[src/rtl/regfile_bank_pkg.sv]
// Shared CPU constants for the integer register file: geometry, well-known
// register indices and reset values used by the storage and scoreboard.
package regfile_bank_pkg;

    localparam int unsigned REG_COUNT = 32;
    localparam int unsigned XLEN      = 32;
    localparam int unsigned REG_AW    = 5;

    localparam logic [REG_AW-1:0] REG_ZERO = 5'd0;
    localparam logic [REG_AW-1:0] REG_SP   = 5'd2;

    localparam logic [XLEN-1:0]      REG_RESET_VALUE  = 32'h0000_0000;
    localparam logic [XLEN-1:0]      SP_RESET_DEFAULT = 32'h0000_0000;
    localparam logic [REG_COUNT-1:0] BUSY_RESET       = '0;
    localparam logic [31:0]          WB_COUNT_RESET   = 32'h0000_0000;

endpackage

[src/rtl/regfile_bank_scoreboard.sv]
// Pending-write scoreboard: tracks destinations claimed by deferred producers
// and reports decode hazards and claim acceptance from the registered state.
module regfile_scoreboard
    import regfile_bank_pkg::*;
(
    input  logic                 clk,
    input  logic                 rst,
    input  logic                 wb_valid,
    input  logic [REG_AW-1:0]    wb_rd,
    input  logic                 issue_valid,
    input  logic [REG_AW-1:0]    issue_rd,
    input  logic [REG_AW-1:0]    rs1,
    input  logic [REG_AW-1:0]    rs2,
    output logic                 issue_ready,
    output logic                 stall,
    output logic [REG_COUNT-1:0] busy
);

    logic [REG_COUNT-1:0] busy_q;
    logic [REG_COUNT-1:0] busy_d;
    logic                 claim_accept;

    // Ready and stall look only at busy_q, so a writeback landing this cycle
    // neither unblocks a claim nor drops a stall until the following cycle.
    always_comb begin
        issue_ready  = (issue_rd == REG_ZERO) || !busy_q[issue_rd];
        stall        = ((rs1 != REG_ZERO) && busy_q[rs1]) ||
                       ((rs2 != REG_ZERO) && busy_q[rs2]);
        claim_accept = issue_valid && issue_ready;

        busy_d = busy_q;
        if (wb_valid) begin
            busy_d[wb_rd] = 1'b0;
        end
        // Applied after the clear so a same-register claim wins.
        if (claim_accept && (issue_rd != REG_ZERO)) begin
            busy_d[issue_rd] = 1'b1;
        end
        busy_d[0] = 1'b0;
    end

    always_ff @(posedge clk) begin
        if (rst) begin
            busy_q <= BUSY_RESET;
        end else begin
            busy_q <= busy_d;
        end
    end

    assign busy = busy_q;

endmodule

[src/rtl/regfile_bank.sv]
// Integer register bank: 31 writable registers plus hard-wired x0, a commit
// counter and the pending-write scoreboard used by issue/decode.
module regfile_bank
    import regfile_bank_pkg::*;
#(
    parameter logic [XLEN-1:0] SP_RESET = SP_RESET_DEFAULT
) (
    input  logic                 clk,
    input  logic                 rst,
    input  logic                 wb_valid,
    input  logic [REG_AW-1:0]    wb_rd,
    input  logic [XLEN-1:0]      wb_data,
    input  logic                 issue_valid,
    input  logic [REG_AW-1:0]    issue_rd,
    output logic                 issue_ready,
    input  logic [REG_AW-1:0]    rs1,
    input  logic [REG_AW-1:0]    rs2,
    output logic                 stall,
    output logic [XLEN-1:0]      reg0,
    output logic [XLEN-1:0]      reg1,
    output logic [XLEN-1:0]      reg2,
    output logic [XLEN-1:0]      reg3,
    output logic [XLEN-1:0]      reg4,
    output logic [XLEN-1:0]      reg5,
    output logic [XLEN-1:0]      reg6,
    output logic [XLEN-1:0]      reg7,
    output logic [XLEN-1:0]      reg8,
    output logic [XLEN-1:0]      reg9,
    output logic [XLEN-1:0]      reg10,
    output logic [XLEN-1:0]      reg11,
    output logic [XLEN-1:0]      reg12,
    output logic [XLEN-1:0]      reg13,
    output logic [XLEN-1:0]      reg14,
    output logic [XLEN-1:0]      reg15,
    output logic [XLEN-1:0]      reg16,
    output logic [XLEN-1:0]      reg17,
    output logic [XLEN-1:0]      reg18,
    output logic [XLEN-1:0]      reg19,
    output logic [XLEN-1:0]      reg20,
    output logic [XLEN-1:0]      reg21,
    output logic [XLEN-1:0]      reg22,
    output logic [XLEN-1:0]      reg23,
    output logic [XLEN-1:0]      reg24,
    output logic [XLEN-1:0]      reg25,
    output logic [XLEN-1:0]      reg26,
    output logic [XLEN-1:0]      reg27,
    output logic [XLEN-1:0]      reg28,
    output logic [XLEN-1:0]      reg29,
    output logic [XLEN-1:0]      reg30,
    output logic [XLEN-1:0]      reg31,
    output logic [REG_COUNT-1:0] busy,
    output logic [31:0]          wb_count
);

    logic            wb_we;
    logic [XLEN-1:0] regs [REG_COUNT];
    logic [31:0]     wb_count_q;
    logic [31:0]     wb_count_d;

    assign wb_we   = wb_valid && (wb_rd != REG_ZERO);
    assign regs[0] = REG_RESET_VALUE;

    // Registers are plain flops rather than RAM: all 32 values are needed
    // in parallel by the read-port multiplexers.
    for (genvar gi = 1; gi < REG_COUNT; gi++) begin : g_reg
        localparam logic [XLEN-1:0] RESET_VAL =
            (REG_AW'(gi) == REG_SP) ? SP_RESET : REG_RESET_VALUE;

        logic [XLEN-1:0] reg_q;
        logic [XLEN-1:0] reg_d;

        always_comb begin
            reg_d = reg_q;
            if (wb_we && (wb_rd == REG_AW'(gi))) begin
                reg_d = wb_data;
            end
        end

        always_ff @(posedge clk) begin
            if (rst) begin
                reg_q <= RESET_VAL;
            end else begin
                reg_q <= reg_d;
            end
        end

        assign regs[gi] = reg_q;
    end

    always_comb begin
        wb_count_d = wb_count_q;
        if (wb_we) begin
            wb_count_d = wb_count_q + 32'd1;
        end
    end

    always_ff @(posedge clk) begin
        if (rst) begin
            wb_count_q <= WB_COUNT_RESET;
        end else begin
            wb_count_q <= wb_count_d;
        end
    end

    assign wb_count = wb_count_q;

    regfile_scoreboard u_scoreboard (
        .clk         (clk),
        .rst         (rst),
        .wb_valid    (wb_valid),
        .wb_rd       (wb_rd),
        .issue_valid (issue_valid),
        .issue_rd    (issue_rd),
        .rs1         (rs1),
        .rs2         (rs2),
        .issue_ready (issue_ready),
        .stall       (stall),
        .busy        (busy)
    );

    assign reg0  = regs[0];
    assign reg1  = regs[1];
    assign reg2  = regs[2];
    assign reg3  = regs[3];
    assign reg4  = regs[4];
    assign reg5  = regs[5];
    assign reg6  = regs[6];
    assign reg7  = regs[7];
    assign reg8  = regs[8];
    assign reg9  = regs[9];
    assign reg10 = regs[10];
    assign reg11 = regs[11];
    assign reg12 = regs[12];
    assign reg13 = regs[13];
    assign reg14 = regs[14];
    assign reg15 = regs[15];
    assign reg16 = regs[16];
    assign reg17 = regs[17];
    assign reg18 = regs[18];
    assign reg19 = regs[19];
    assign reg20 = regs[20];
    assign reg21 = regs[21];
    assign reg22 = regs[22];
    assign reg23 = regs[23];
    assign reg24 = regs[24];
    assign reg25 = regs[25];
    assign reg26 = regs[26];
    assign reg27 = regs[27];
    assign reg28 = regs[28];
    assign reg29 = regs[29];
    assign reg30 = regs[30];
    assign reg31 = regs[31];

endmodule
[config.mk]
export PLATFORM = sky130hd
export DESIGN_NAME = regfile_bank
export DESIGN_NICKNAME = d
export VERILOG_FILES = /design/src/rtl/regfile_bank_pkg.sv /design/src/rtl/regfile_bank_scoreboard.sv /design/src/rtl/regfile_bank.sv
export SDC_FILE = /design/constraint.sdc
export NUM_CORES = 2
export LEC_CHECK = 0
export CAP_MARGIN = 20
export CORE_AREA = 2 2 444 446
export CTS_BUF_LIST = sky130_fd_sc_hd__clkbuf_4
export DETAILED_ROUTE_END_ITERATION = 10
export DIE_AREA = 0 0 446 448
export PLACE_DENSITY = 0.42
export SYNTH_ARGS = -nofsm -noshare
export SYNTH_HDL_FRONTEND = slang
export SYNTH_SLANG_ARGS = --single-unit
[constraint.sdc]
create_clock -name clk -period 2.95 [get_ports clk]
set_clock_uncertainty 0.05 [all_clocks]
set_input_delay 0.295 -clock clk [delete_from_list [all_inputs] [get_ports clk]]
set_output_delay 0.295 -clock clk [all_outputs]
set_load 0.005 [all_outputs]
* Word-level counts from Yosys, hierarchy flattened *
Index checks and enable logic that the tools add are counted.

storage, ports and cells
  logic and storage cells = 133
  flip-flop bits (word level) = 1056
  output and inout bits = 1090
  input bits = 56

cells by class
  reduce and logical (&&, ||, !) cells = 46
  add/subtract/negate cells = 1
  bitwise operators = 3
  $lt $le $gt $ge = 6
  mux-type cells = 12
  equality and inequality tests = 31

operators by type and width
  kind                                                                                 number
  5-bit equality test, second input constant                                           16
  32-bit 2-to-1 mux                                                                    2
  5-bit by 4-bit equality test with 1-bit output, second input constant                8
  1-bit logical AND                                                                    38
  32-bit by 1-bit adder with 32-bit output, second input constant                      1
  32-bit bitwise AND                                                                   1
  32-bit inverter                                                                      1
  32-bit OR                                                                            1
  5-bit by 6-bit < comparator with 1-bit output, second input constant                 4
  5-bit by 3-bit equality test with 1-bit output, second input constant                4
  5-bit nonzero test                                                                   4
  1-bit binary-select mux with 5-bit select                                            3
  1-bit demux with 5-bit select                                                        2
  5-bit by 2-bit equality test with 1-bit output, second input constant                2
  5-bit by 1-bit greater-or-equal comparator with 1-bit output, second input constant  2
  5-bit by 1-bit equality test with 1-bit output, second input constant                1
  5-bit zero test                                                                      1
  1-bit 2-to-1 mux                                                                     5
  1-bit logical OR                                                                     2
  1-bit zero test                                                                      1

* Depth between registers and ports, before layout *
  depth after elaboration = 9
  gate-level depth with buffers = 8
  mapped depth without buffers = 6

* Hierarchy *
From an unflattened synthesis, not the netlist that was laid out.

second synthesis, totals
  cell total of the unflattened synthesis = 4921
  area total of the unflattened synthesis = 38408.1 um^2

modules (own cells, without submodules)
  module              sequential area each (um^2)  cells each  area each (um^2)  instances
  regfile_bank        20499.7                      4678        36142.2           1
  regfile_scoreboard  620.6                        243         2265.9            1

* Least setup slack after synthesis *
OpenSTA, ideal clock, no wires.

  path kind = input-to-output
  start = in rs1[0]
  end = out stall
  required time = 2.605 ns
  arrival = 1.570 ns
  stages = 5
  setup slack = 1.035 ns
  path buffers = 1
  path through = buf_2 -> mux4_2 -> or2_2 -> a41oi_1 -> nand3_1

on the way
  longest elaborated chain between the ends = 4
  elaborated cells on any way between the ends = 5
  those cells by class = mux: 2; reduce/logical: 3

RTL lines
  item                                       line                           RTL
  start: declaration                         regfile_bank.sv:16             input logic [REG_AW-1:0] rs1,
  1-bit binary-select mux with 5-bit select  regfile_bank_scoreboard.sv:27  stall = ((rs1 != REG_ZERO) && busy_q[rs1]) ||
  1-bit 2-to-1 mux (not written as such)     regfile_bank_scoreboard.sv:27
  1-bit logical AND (*)                      regfile_bank_scoreboard.sv:27
  1-bit logical OR (*)                       regfile_bank_scoreboard.sv:27
  end: declaration                           regfile_bank.sv:18             output logic stall,

Mark *: on every way between the ends. The rest lies on a longest branch, timed or not. The select of a mux whose other input is x is not followed.

* Worst setup path in the final report *
  start = reg u_scoreboard.busy_q[20], in the netlist u_scoreboard.busy[20]
  end = out issue_ready

on the way
  longest elaborated chain between the ends = 4

RTL lines
  item                                       line                           RTL
  start: declaration                         regfile_bank_scoreboard.sv:19  logic [REG_COUNT-1:0] busy_q;
  start signal: assignment                   regfile_bank_scoreboard.sv:46  busy_q <= busy_d;
  1-bit binary-select mux with 5-bit select  regfile_bank_scoreboard.sv:26  issue_ready = (issue_rd == REG_ZERO) || !busy_q[issue_rd];
  1-bit 2-to-1 mux (not written as such)     regfile_bank_scoreboard.sv:26
  1-bit zero test                            regfile_bank_scoreboard.sv:26
  1-bit logical OR                           regfile_bank_scoreboard.sv:26
  end: declaration                           regfile_bank.sv:15             output logic issue_ready,

Every way passes these cells. The select of a mux whose other input is x is not followed.

==> Flow_metrics.wiki <==
{| class="wikitable"
! Metric !! Value
|-
| Result of the run || finished, violations left
|-
| Violated checks || setup timing
|-
| Global placement routability congestion || 0.823
|-
| RSZ-0062 raised after global routing || yes
|-
| Launch instance of the worst register-to-register path || u_scoreboard.busy[2]$_SDFF_PP0_
|-
| Worst voltage drop across the vdd grid || 346 uV
|-
| Clk pwr share || between 40% and 50%
|-
| Initial antenna violation count || 17
|-
| Clock Root Buffer || clkbuf_4
|-
| Final standard cell count with taps included and fillers excluded || 8963
|-
| Maximum number of pins on one net before global-route repair || around 120
|-
| Timing-limited maximum frequency || 0.301 GHz
|-
| Cell count of the worst reg-to-reg path || 7
|-
| Switching fraction of total power || 26.8%
|-
| CTS tree || built
|-
| Clock buffers created by TritonCTS || 331
|-
| Initial core utilization || approximately a fifth
|-
| Headroom to the max-slew limit || 21.5%
|-
| Cell count after synthesis || 4885
|-
| Core Rows || 162
|-
| Critical setup path kind || register to primary output
|-
| Avg Inst Size Synth || 7.81 um2
|-
| Cell area after technology mapping || approximately 38000 um2
|-
| Number of max-cap violations || 0
|-
| Leading register cell type out of synthesis || dfxtp_1
|-
| Clock insertion delay at the later pin of the skew report || 1.34 ns
|-
| I/O pin total || between 1k and 1.5k
|-
| Worst hold path startpoint || wb_data[18]
|-
| Tcrit/Tclk final || 113%
|-
| Vias per std cell || approximately 4.4
|-
| Die area || ~200000 um2
|-
| Post-detailed-route DRC marker count || 0
|-
| Maximum fanout count along the critical path || 2
|-
| Required time at the worst-slack endpoint || ~2.6 ns
|-
| Switching power of the nets || about 0.0082 W
|-
| Initial detailed-routing violation count || 2850
|-
| Instance count along the most critical hold path || 4
|-
| Sequential fraction of design power || 46.9%
|-
| Flop2flop setup slack || around 0.30 ns
|-
| Startpoint kind of the worst setup timing path || register
|-
| Highest-count cells in the layout ignoring fill and taps || 2030 x nand2_1, 1071 x clkdlybuf4s50_1, 1030 x dfxtp_1, 999 x a21oi_1, 477 x clkbuf_4
|-
| Synth Register Bits || 1055
|-
| DR vias || 39.7k
|-
| Setup slack of the critical path after layout || -0.376 ns
|-
| Number of synthesis warnings || 0
|-
| Power share of the combinational group || under 10%
|-
| Internal Dissipation || 0.0225 W
|-
| First drt pass iteration count || 8
|-
| Total global routing overflow || 0
|-
| Global-route wire length before repair || 304 mm
|-
| Vias in the first global route || ~37k
|-
| Die width || 446 um
|-
| Detailed placer's ending HPWL || 148 mm
|-
| Die Ht || between 400 and 500 um
|-
| Post-synthesis to final-layout area growth || 52.2%
|-
| Routed length per instance || 25.6 um
|-
| Final worst path period need || 3.33 ns
|-
| Core box area || a little under 200000 um2
|-
| Total Power || around 0.031 W
|-
| Number of enable flip-flop cells after synthesis || 0
|-
| End of the worst hold path || reg15[18]$_SDFFE_PP0P_
|-
| Clock Pin Slew Worst Setup and Hold Paths || 0.06 ns
|-
| Most common cell after layout, fill and taps aside || nand2_1
|-
| Detail Route Antenna Nets || 0
|-
| Layout cell share with drive strength beyond 1 || between 10% and 20%
|-
| Count of unique library cells instantiated by Yosys || 65
|-
| Worst min-delay path class || input port to register
|-
| Clock H-tree levels || 5
|-
| Worst Setup End Kind || primary output
|-
| Leakage power of the design || 19.1 nW
|-
| # nets final || between 6k and 7k
|-
| Number of sinks on the clock net || about 1.1k
|-
| Slew at the pin with the worst max-slew slack || ~1.2 ns
|-
| Share of flip-flops with an asynchronous set or reset || 0%
|-
| Fin Hold WS || 0.179 ns
|-
| Cell count after placement || 8281
|-
| Clock Path Buffers || 4
|-
| Count of input and output buffers || 1112
|-
| Hold Fails Final Rpt || 0
|-
| Final count of negative-setup-slack endpoints || 2
|-
| Final max-slew violation count || 0
|-
| Arrival time at the worst endpoint || 2.98 ns
|-
| Sequential area share after synthesis || 55.4%
|-
| Total detailed-routing wirelength || 229 mm
|-
| Reg2reg end || u_scoreboard.busy[1]$_SDFF_PP0_
|-
| Power per cell area || roughly 530 nW/um2
|-
| Global-route total usage across every layer || between 20% and 30%
|}
timing repair:
action | 4_1_cts | 5_1_grt
endpoints found under the setup margin | 28 | 2
buffers inserted | 9 | 0
gates resized for setup | 58 | 4
hold buffers | 115 | 0
endpoints found under the hold margin | 1055 | 0
pin swaps | 4 | 2
worst max-delay path by stage:
stage,slack (ns),cells past startpoint,endpoint,start
6_report,-0.38,7,issue_ready,u_scoreboard.busy[20]$_SDFF_PP0_
5_1_grt,-0.63,7,issue_ready,u_scoreboard.busy[23]$_SDFF_PP0_
4_1_cts,-0.57,7,issue_ready,u_scoreboard.busy[23]$_SDFF_PP0_
3_5_place_dp,-0.20,9,issue_ready,issue_rd[0]
3_3_place_gp,-0.26,9,issue_ready,issue_rd[0]
2_1_floorplan,1.04,5,stall,rs1[0]
cells in the mapped netlist, types with 13 or more instances:
| master | instances | area (um2) |
|---|---|---|
| nor2_1 | 69 | 259 |
| inv_1 | 14 | 52.6 |
| clkbuf_1 | 307 | 1150 |
| mux2i_1 | 14 | 140 |
| mux4_2 | 16 | 360 |
| nand2_1 | 2047 | 7680 |
| nor3_1 | 13 | 65.1 |
| a21oi_1 | 999 | 5000 |
| o21ai_0 | 15 | 75.1 |
| xnor2_1 | 23 | 201 |
| nor4_1 | 13 | 81.3 |
| dfxtp_1 | 1055 | 21100 |
| nand3_1 | 27 | 135 |
| buf_2 | 117 | 586 |
| buf_4 | 34 | 255 |
layout make-up:
cell class	instances	area, um2
Clock inverter	57	309
Multi-Input combinational cell	3386	15300
Timing Repair Buffer	1408	14400
Antenna cell	24	60.1
Tap cell	2542	3180
Fill cell	20891	137000
Sequential cell	1055	21200
Clock buffer	477	3580
Inverter	14	52.6
critical path, cell delays in order (launching register included):
cell     delay (ns)
dfxtp_4        0.35
mux4_2         0.45
nor2b_4        0.14
o21ai_2        0.16
nand2_2        0.09
nor3_4         0.20
buf_6          0.15
buf_6          0.09
metrics by stage:
stage                     setup TNS (ns)  utilization (%)  cell area, um2  worst slack (ns)
after floorplan                        0                -           38300              1.04
after global placement            -0.265             27.1           52700            -0.258
after detailed placement          -0.204             27.1           52700            -0.204
after CTS                          -1.03             29.8           58000            -0.574
after global routing               -1.27             29.8           58000            -0.632
final                             -0.630             29.8           58100            -0.376
per-layer routing:
metal  GRT usage, %  vias up  wire length [um]
met3           6.19      386             17400
met2           36.8     1660            112000
met5              0        -                 0
met1           25.6    19189             90800
li1               -    18510                 -
met4           9.56        0              9530
power groups by stage:
stage               Sequential, W  Clock [W]  Combinational [W]
floorplan                  0.0147          0           0.000702
global placement           0.0147          0            0.00179
detailed placement         0.0147          0            0.00180
CTS                        0.0144     0.0149            0.00198
global route               0.0144     0.0157            0.00205
finish                     0.0144     0.0144            0.00196
logic make-up after synthesis:
kind of cell,count (synthesis),share of synthesized area (%)
AO/OA/AOI/OAI,1053,14.2
flip-flops,1055,55.4
multiplexers,32,1.37
adder cells (fa/ha/maj),1,0.0328
AND/OR/NAND/NOR,2242,23.0
XOR/XNOR,25,0.574
other,1,0.00983
buffers and inverters,476,5.44
Power figures use the tool's default switching activity.
